## src/rtl/nf10_upb_interconnect_tx_framer.sv

```systemverilog
// -----------------------------------------------------------------------------
// nf10_upb_interconnect_tx_framer
//
// TX framer for the inter-FPGA interconnect. Accepts switch packets from the
// output queue (AXI-Stream with tuser metadata). For each packet it emits one
// header beat carrying the metadata and then gearboxes every
// C_AXIS_DATA_WIDTH input beat down to C_LANE_WIDTH link beats. Packets are
// dropped while the link is down or when the advertised length is illegal.
//
// Optional feature macro: INTERCONNECT_FRAMER_STATS_EN
//   defined     -> pkt/drop/err statistics counters and byte-length check
//   not defined -> statistics outputs tied to zero; datapath identical
//
// Ports
//   axi_aclk, axi_resetn        clock, asynchronous active-low reset
//   s_axis_tdata/tkeep          packet data (byte 0 in [7:0]) and byte enables
//   s_axis_tuser_*              packet_length, in_port/in_vport, out_port/out_vport
//   s_axis_tvalid/tlast/tready  input AXIS handshake
//   link_up                     lane logic reports the channel is up
//   m_link_tdata/tkeep          link data and byte enables
//   m_link_tctrl                1 on the header beat
//   m_link_tvalid/tlast/tready  link handshake
//   pkt_count/drop_count/err_count  32-bit wrapping statistics
// -----------------------------------------------------------------------------
module nf10_upb_interconnect_tx_framer #(
  parameter int C_AXIS_DATA_WIDTH     = 256,
  parameter int C_LANE_WIDTH          = 64,
  parameter int C_PACKET_LENGTH_WIDTH = 14,
  parameter int C_INPORT_WIDTH        = 3,
  parameter int C_OUTPORT_WIDTH       = 8,
  parameter int C_MAX_PACKET_LENGTH   = 10000,
  parameter int C_LINK_ID             = 0
) (
  input  logic                               axi_aclk,
  input  logic                               axi_resetn,
  input  logic [C_AXIS_DATA_WIDTH-1:0]       s_axis_tdata,
  input  logic [C_AXIS_DATA_WIDTH/8-1:0]     s_axis_tkeep,
  input  logic [C_PACKET_LENGTH_WIDTH-1:0]   s_axis_tuser_packet_length,
  input  logic [C_INPORT_WIDTH-1:0]          s_axis_tuser_in_port,
  input  logic [C_INPORT_WIDTH-1:0]          s_axis_tuser_in_vport,
  input  logic [C_OUTPORT_WIDTH-1:0]         s_axis_tuser_out_port,
  input  logic [C_OUTPORT_WIDTH-1:0]         s_axis_tuser_out_vport,
  input  logic                               s_axis_tvalid,
  input  logic                               s_axis_tlast,
  output logic                               s_axis_tready,
  input  logic                               link_up,
  output logic [C_LANE_WIDTH-1:0]            m_link_tdata,
  output logic [C_LANE_WIDTH/8-1:0]          m_link_tkeep,
  output logic                               m_link_tctrl,
  output logic                               m_link_tvalid,
  output logic                               m_link_tlast,
  input  logic                               m_link_tready,
  output logic [31:0]                        pkt_count,
  output logic [31:0]                        drop_count,
  output logic [31:0]                        err_count
);

  localparam int R  = C_AXIS_DATA_WIDTH / C_LANE_WIDTH;
  localparam int LB = C_LANE_WIDTH / 8;
  localparam int SW = (R > 1) ? $clog2(R) : 1;
  localparam logic [31:0] MAX_LEN = 32'(C_MAX_PACKET_LENGTH);

  typedef enum logic [1:0] {S_IDLE, S_HEADER, S_DATA, S_DROP} state_t;

  state_t                             r_state, w_state_next;
  logic [C_PACKET_LENGTH_WIDTH-1:0]   r_len;
  logic [C_INPORT_WIDTH-1:0]          r_in_port, r_in_vport;
  logic [C_OUTPORT_WIDTH-1:0]         r_out_port, r_out_vport;
  logic [C_AXIS_DATA_WIDTH-1:0]       r_buf_data;
  logic [C_AXIS_DATA_WIDTH/8-1:0]     r_buf_keep;
  logic                               r_buf_last, r_buf_valid;
  logic [SW-1:0]                      r_slice;

  logic [31:0]   w_in_len32;
  logic          w_drop_pkt;
  logic [SW-1:0] w_last_slice;
  logic          w_at_last;
  logic          w_in_fire, w_out_fire;
  logic [63:0]   w_hdr;

  always_comb begin
    w_in_len32 = '0;
    w_in_len32[C_PACKET_LENGTH_WIDTH-1:0] = s_axis_tuser_packet_length;
  end

  assign w_drop_pkt = !link_up || (w_in_len32 == '0) || (w_in_len32 > MAX_LEN);
  assign w_in_fire  = s_axis_tvalid & s_axis_tready;
  assign w_out_fire = m_link_tvalid & m_link_tready;

  // Slice k is present iff its lowest byte is enabled (tkeep is LSB-contiguous),
  // so the last slice to send is the highest slice with byte 0 set.
  always_comb begin
    w_last_slice = '0;
    for (int i = 0; i < R; i++) begin
      if (r_buf_keep[i*LB]) w_last_slice = SW'(i);
    end
  end
  assign w_at_last = (r_slice == w_last_slice);

  // Header layout, all fields zero-extended into their byte lanes.
  always_comb begin
    w_hdr = '0;
    w_hdr[C_PACKET_LENGTH_WIDTH-1:0] = r_len;
    w_hdr[16 +: C_OUTPORT_WIDTH]     = r_out_port;
    w_hdr[24 +: C_INPORT_WIDTH]      = r_in_port;
    w_hdr[32 +: C_INPORT_WIDTH]      = r_in_vport;
    w_hdr[40 +: C_OUTPORT_WIDTH]     = r_out_vport;
    w_hdr[55:48]                     = 8'(C_LINK_ID);
    w_hdr[63:56]                     = 8'hFB;
  end

  // NOTE: sequential state uses non-blocking (<=) so every register samples
  // the pre-edge values; blocking here would create order-dependent races.
  always_ff @(posedge axi_aclk or negedge axi_resetn) begin
    if (!axi_resetn) r_state <= S_IDLE;
    else             r_state <= w_state_next;
  end

  // NOTE: every output of this block gets a default before the case so no
  // path leaves a signal unassigned, which would infer a latch.
  always_comb begin
    w_state_next  = r_state;
    s_axis_tready = 1'b0;
    m_link_tvalid = 1'b0;
    m_link_tdata  = '0;
    m_link_tkeep  = '0;
    m_link_tctrl  = 1'b0;
    m_link_tlast  = 1'b0;
    unique case (r_state)
      S_IDLE: begin
        if (s_axis_tvalid) w_state_next = w_drop_pkt ? S_DROP : S_HEADER;
      end
      S_HEADER: begin
        m_link_tvalid       = 1'b1;
        m_link_tctrl        = 1'b1;
        m_link_tkeep        = '1;
        m_link_tdata[63:0]  = w_hdr;
        if (m_link_tready) w_state_next = S_DATA;
      end
      S_DATA: begin
        // Refill on the same edge the last slice leaves, except once the
        // packet's tlast beat is buffered: the next packet waits for IDLE.
        s_axis_tready = !r_buf_valid | (m_link_tready & w_at_last & !r_buf_last);
        if (r_buf_valid) begin
          m_link_tvalid = 1'b1;
          m_link_tdata  = r_buf_data[int'(r_slice)*C_LANE_WIDTH +: C_LANE_WIDTH];
          m_link_tkeep  = r_buf_keep[int'(r_slice)*LB +: LB];
          m_link_tlast  = r_buf_last & w_at_last;
          if (m_link_tready && w_at_last && r_buf_last) w_state_next = S_IDLE;
        end
      end
      S_DROP: begin
        s_axis_tready = 1'b1;
        if (s_axis_tvalid && s_axis_tlast) w_state_next = S_IDLE;
      end
      default: w_state_next = S_IDLE;
    endcase
  end

  always_ff @(posedge axi_aclk or negedge axi_resetn) begin
    if (!axi_resetn) begin
      r_len       <= '0;
      r_in_port   <= '0;
      r_in_vport  <= '0;
      r_out_port  <= '0;
      r_out_vport <= '0;
      r_buf_keep  <= '0;
      r_buf_last  <= 1'b0;
      r_buf_valid <= 1'b0;
      r_slice     <= '0;
    end else begin
      // link_up and the metadata are only looked at here, so changes during
      // a packet never affect it.
      if (r_state == S_IDLE && s_axis_tvalid && !w_drop_pkt) begin
        r_len       <= s_axis_tuser_packet_length;
        r_in_port   <= s_axis_tuser_in_port;
        r_in_vport  <= s_axis_tuser_in_vport;
        r_out_port  <= s_axis_tuser_out_port;
        r_out_vport <= s_axis_tuser_out_vport;
      end
      if (r_state == S_DATA) begin
        if (w_in_fire) begin
          r_buf_valid <= 1'b1;
          r_buf_keep  <= s_axis_tkeep;
          r_buf_last  <= s_axis_tlast;
          r_slice     <= '0;
        end else if (w_out_fire) begin
          if (w_at_last) r_buf_valid <= 1'b0;
          else           r_slice     <= r_slice + SW'(1);
        end
      end
    end
  end

  // NOTE: the payload buffer is a wide storage register with no reset; it is
  // only observed while r_buf_valid is set, which is itself reset.
  always_ff @(posedge axi_aclk) begin
    if (r_state == S_DATA && w_in_fire) r_buf_data <= s_axis_tdata;
  end

`ifdef INTERCONNECT_FRAMER_STATS_EN
  logic [31:0] r_byte_cnt, r_pkt_count, r_drop_count, r_err_count;
  logic [31:0] w_beat_bytes, w_total_bytes, w_lat_len32;

  always_comb begin
    w_lat_len32 = '0;
    w_lat_len32[C_PACKET_LENGTH_WIDTH-1:0] = r_len;
  end
  assign w_beat_bytes  = 32'($countones(s_axis_tkeep));
  assign w_total_bytes = r_byte_cnt + w_beat_bytes;

  always_ff @(posedge axi_aclk or negedge axi_resetn) begin
    if (!axi_resetn) begin
      r_byte_cnt   <= '0;
      r_pkt_count  <= '0;
      r_drop_count <= '0;
      r_err_count  <= '0;
    end else begin
      if (r_state == S_IDLE) begin
        r_byte_cnt <= '0;
      end else if (r_state == S_DATA && w_in_fire) begin
        r_byte_cnt <= w_total_bytes;
        // A length mismatch is only counted; the frame is still forwarded.
        if (s_axis_tlast && w_total_bytes != w_lat_len32) r_err_count <= r_err_count + 32'd1;
      end
      if (r_state == S_DATA && w_out_fire && m_link_tlast) r_pkt_count <= r_pkt_count + 32'd1;
      if (r_state == S_DROP && w_in_fire && s_axis_tlast) r_drop_count <= r_drop_count + 32'd1;
    end
  end

  assign pkt_count  = r_pkt_count;
  assign drop_count = r_drop_count;
  assign err_count  = r_err_count;
`else
  assign pkt_count  = '0;
  assign drop_count = '0;
  assign err_count  = '0;
`endif

endmodule

```

## config.mk

```make
export PLATFORM = sky130hd
export DESIGN_NAME = nf10_upb_interconnect_tx_framer
export DESIGN_NICKNAME = d
export VERILOG_FILES = /design/src/rtl/nf10_upb_interconnect_tx_framer.sv
export SDC_FILE = /design/constraint.sdc
export NUM_CORES = 1
export LEC_CHECK = 0
export CORE_AREA = 2 2 193 195
export DETAILED_ROUTE_END_ITERATION = 8
export DIE_AREA = 0 0 195 197
export GPL_TIMING_DRIVEN = 0
export HOLD_SLACK_MARGIN = 0.02
export PLACE_DENSITY_LB_ADDON = 0.2
export SLEW_MARGIN = 20
export SYNTH_ARGS = -nofsm -noshare
export SYNTH_HDL_FRONTEND = slang
export SYNTH_SLANG_ARGS = --single-unit
```

## constraint.sdc

```tcl
create_clock -name axi_aclk -period 11.7 [get_ports axi_aclk]
set_input_delay 2.925 -clock axi_aclk [delete_from_list [all_inputs] [get_ports axi_aclk]]
set_output_delay 2.925 -clock axi_aclk [all_outputs]
set_load 0.005 [all_outputs]
```

==> impl_metrics.tcl <==
set metrics [dict create \
    status "finished clean" \
    drv_slew 0 \
    cp_max_fo 5 \
    synth_edf_count 256 \
    relSlewSlack_pct 36.1 \
    h-tree-depth 2 \
    synth-seq-cells 330 \
    drt_wl_total_mm 38.1 \
    antenna_left 0 \
    hold_viol 0 \
    required_ps 8780 \
    clock_path_buffers 3 \
    antenna_found_initial 11 \
    setup_viol 0 \
    ir_drop_mv 0.158 \
    path_cells "clkdlybuf4s50_1 -> nand3b_1 -> a21oi_1 -> or3_1 -> clkdlybuf4s50_1" \
    postCtsResizedCells 0 \
    routed_via_density 4.67 \
    dr.pass1.iters 4 \
    worst_slack_ps 4300 \
    die_y_microns 197 \
    die-area_sq_mm 0.0384 \
    drt-initial-drc-count 315 \
    p_leak_nw 7.61 \
    cpPeakStageDelay_ps 490 \
    area_delta_synth_final_pct 45.6 \
    path_class "input port to primary output" \
    crit_arrival_ps 4480 \
    synth.most_common_cell "edfxtp_1" \
    worst-path-buf-inv 2 \
    yosys-top-cells-count "edfxtp_1, buf_4, dfrtp_1, mux4_2, mux2_2" \
    rows 70 \
    cap_violations 0 \
    grt_overflow 0 \
    grt_pass1_vias 8860 \
    cts_hold_buffers 0 \
    numCtsBuffers 38 \
    path_clk_slew_ps 60 \
    drive_gt1_share_pct 23.6 \
    drc_errors 0 \
    start_kind "input port" \
    hold_class "flip-flop to flip-flop" \
    clkLatencyLatePin_ps 540 \
    syn_inst 752 \
    critPathCaptureType "primary output" \
    tightest_slew_ps 959 \
    layout.nets 1630 \
    post-cts-setup-buffers 0 \
    root_buffer "clkbuf_16" \
    whs_ps 505 \
    yosys-top-cells-area "edfxtp_1, dfrtp_1, mux4_2, buf_4, mux2_2" \
    finalClockSkew_ps 16.9 \
    place_hpwl_mm 28.3 \
    async_flop_share_pct 22.4 \
    max_freq_ghz 0.135 \
    clkSinkCount 330 \
    die_w_microns 195 \
    grt_pass1_wl_mm 55.0 \
    worst_path_most_repeated_cell "clkdlybuf4s50_1" \
    finish.utilization_pct 55.8 \
    io_pins 502 \
    wl_per_cell_microns 21.2 \
    synth.distinct_cells 43 \
    grt_use_total_pct 19.7 \
    coreArea_sq_mm 0.0363 \
    worst_path_max_delay_cell "clkdlybuf4s50_1" \
    fill_cells 2947 \
    synth_area_leader_cell "edfxtp_1" \
    start_util_pct 38.3 \
    synth_top_area_share_pct 55.3 \
    avgSynthCellArea_sq_um 18.5 \
    yosysWarnings 0 \
    ys.flop_type "edfxtp_1" \
    rsz0062_at_grt "false" \
    power_density_mw_per_mm2 212 \
    ys_seq_area_share_pct 68.6 \
    portBuffers 405 \
    crit_family "buffers and inverters" \
    fin_crit_sh_pct 63.3 \
    gp_congestion 0.786 \
    grt_max_degree 101 \
    pre_cts_ws_ps 4300 \
    routed-via-count 8415 \
    netlist_area_sq_mm 0.0139 \
    cts_tree "yes" \
    timing.final.crit_period_ps 7400 \
]
[cell families (layout without fill, tap and decap cells)]
group	count (synthesis)	in the layout	share of synthesized area, %
compound gates	63	63	3.69
xor+xnor	1	1	0.0630
fa+ha+maj	5	5	0.450
buf+inv	139	616	6.64
flops	330	330	68.6
mux	142	142	17.8
other cells	1	105	0.0270
simple gates	71	71	2.71
[registers in the layout, summed over array words and instances, names as in the netlist]
| signal | flops |
|---|---|
| r_out_port | 8 |
| r_out_vport | 8 |
| r_in_vport | 3 |
| r_buf_valid | 1 |
| r_buf_last | 1 |
| r_buf_keep | 32 |
| r_buf_data | 256 |
| r_state | 2 |
| r_len | 14 |
| r_in_port | 3 |
| r_slice | 2 |
[worst reg2reg max path: cells and delay by family (launching register included)]
family / cells / cell delay, ps
AOI/OAI and AO/OA: 2 / 480
xor gates and xnor gates: 1 / 150
buffers and inverters: 5 / 1420
DFF: 1 / 370
and+or+nand+nor: 1 / 450
[final timing paths]
kind | start | to | slack [ps] | cells past startpoint
max | m_link_tready | s_axis_tready | 4300 | 5
min | r_buf_keep[6]$_DFFE_PN0P_ | r_buf_keep[6]$_DFFE_PN0P_ | 500 | 1
max reg2reg | r_slice[0]$_DFFE_PN0P_ | r_buf_data[35]$_DFFE_PP_ | 8420 | 9
min reg2reg | r_buf_keep[6]$_DFFE_PN0P_ | r_buf_keep[6]$_DFFE_PN0P_ | 500 | 1
max in group asynchronous | axi_resetn | r_buf_keep[27]$_DFFE_PN0P_ | 8690 | 2
min in group asynchronous | axi_resetn | r_out_vport[4]$_DFFE_PN0P_ | 2390 | 1
[placed cells by master (no fill, tap or decap), types with 3 or more instances in the layout]
| cell type | instances |
|---|---|
| a21o_1 | 6 |
| a21oi_1 | 4 |
| a22o_1 | 40 |
| and2_1 | 23 |
| buf_1 | 3 |
| buf_16 | 3 |
| buf_2 | 9 |
| buf_4 | 97 |
| buf_6 | 4 |
| bufinv_16 | 4 |
| clkbuf_1 | 26 |
| clkbuf_16 | 38 |
| clkdlybuf4s50_1 | 404 |
| clkinv_1 | 9 |
| clkinv_2 | 5 |
| conb_1 | 96 |
| dfrtp_1 | 74 |
| diode_2 | 9 |
| edfxtp_1 | 256 |
| ha_1 | 5 |
| inv_1 | 4 |
| mux2_2 | 50 |
| mux2_4 | 18 |
| mux4_2 | 72 |
| nand2_1 | 7 |
| nor2_1 | 25 |
[through the flow]
stage / instances / power [mW] / TNS, ps / area (sq um)
finish: 1801 / 4.29 / 0 / 20200
floorplan: 847 / 2.53 / 0 / 14300
global placement: 1720 / 3.20 / -47900 / 18900
global route: 1801 / 4.52 / 0 / 20200
detailed placement: 1723 / 3.17 / 0 / 19000
CTS: 1792 / 4.36 / 0 / 20200
[layout make-up]
| cell class | instances | area (sq um) | area share (%) |
|---|---|---|---|
| Sequential cell | 330 | 9540 | 47.1 |
| Timing Repair Buffer | 408 | 4130 | 20.4 |
| Multi-Input combinational cell | 378 | 3800 | 18.8 |
| Clock buffer | 45 | 997 | 4.93 |
| Buffer | 134 | 906 | 4.47 |
| Tap cell | 468 | 586 | 2.89 |
| Clock inverter | 24 | 236 | 1.17 |
| Inverter | 5 | 26.3 | 0.130 |
| Antenna cell | 9 | 22.5 | 0.111 |
[report_power, final]
| group | leakage, nW | switching (mW) | internal, mW | total (mW) |
|---|---|---|---|---|
| clock network | 0.599 | 0.476 | 0.700 | 1.18 |
| registers | 3.21 | 0.109 | 1.55 | 1.66 |
| logic | 3.80 | 0.629 | 0.830 | 1.46 |
| total | 7.61 | 1.21 | 3.08 | 4.29 |
[per-layer routing]
metal | track usage [%] | vias up | wire, microns | part of all wire [%]
li1 | - | 3853 | - | -
met1 | 22.6 | 4092 | 14200 | 37
met2 | 33.9 | 389 | 19400 | 51
met3 | 6.16 | 77 | 3210 | 8.4
met4 | 8.54 | 4 | 1330 | 3.5
met5 | 0 | - | 23 | 0.060
(Power assumes the default switching activity.)
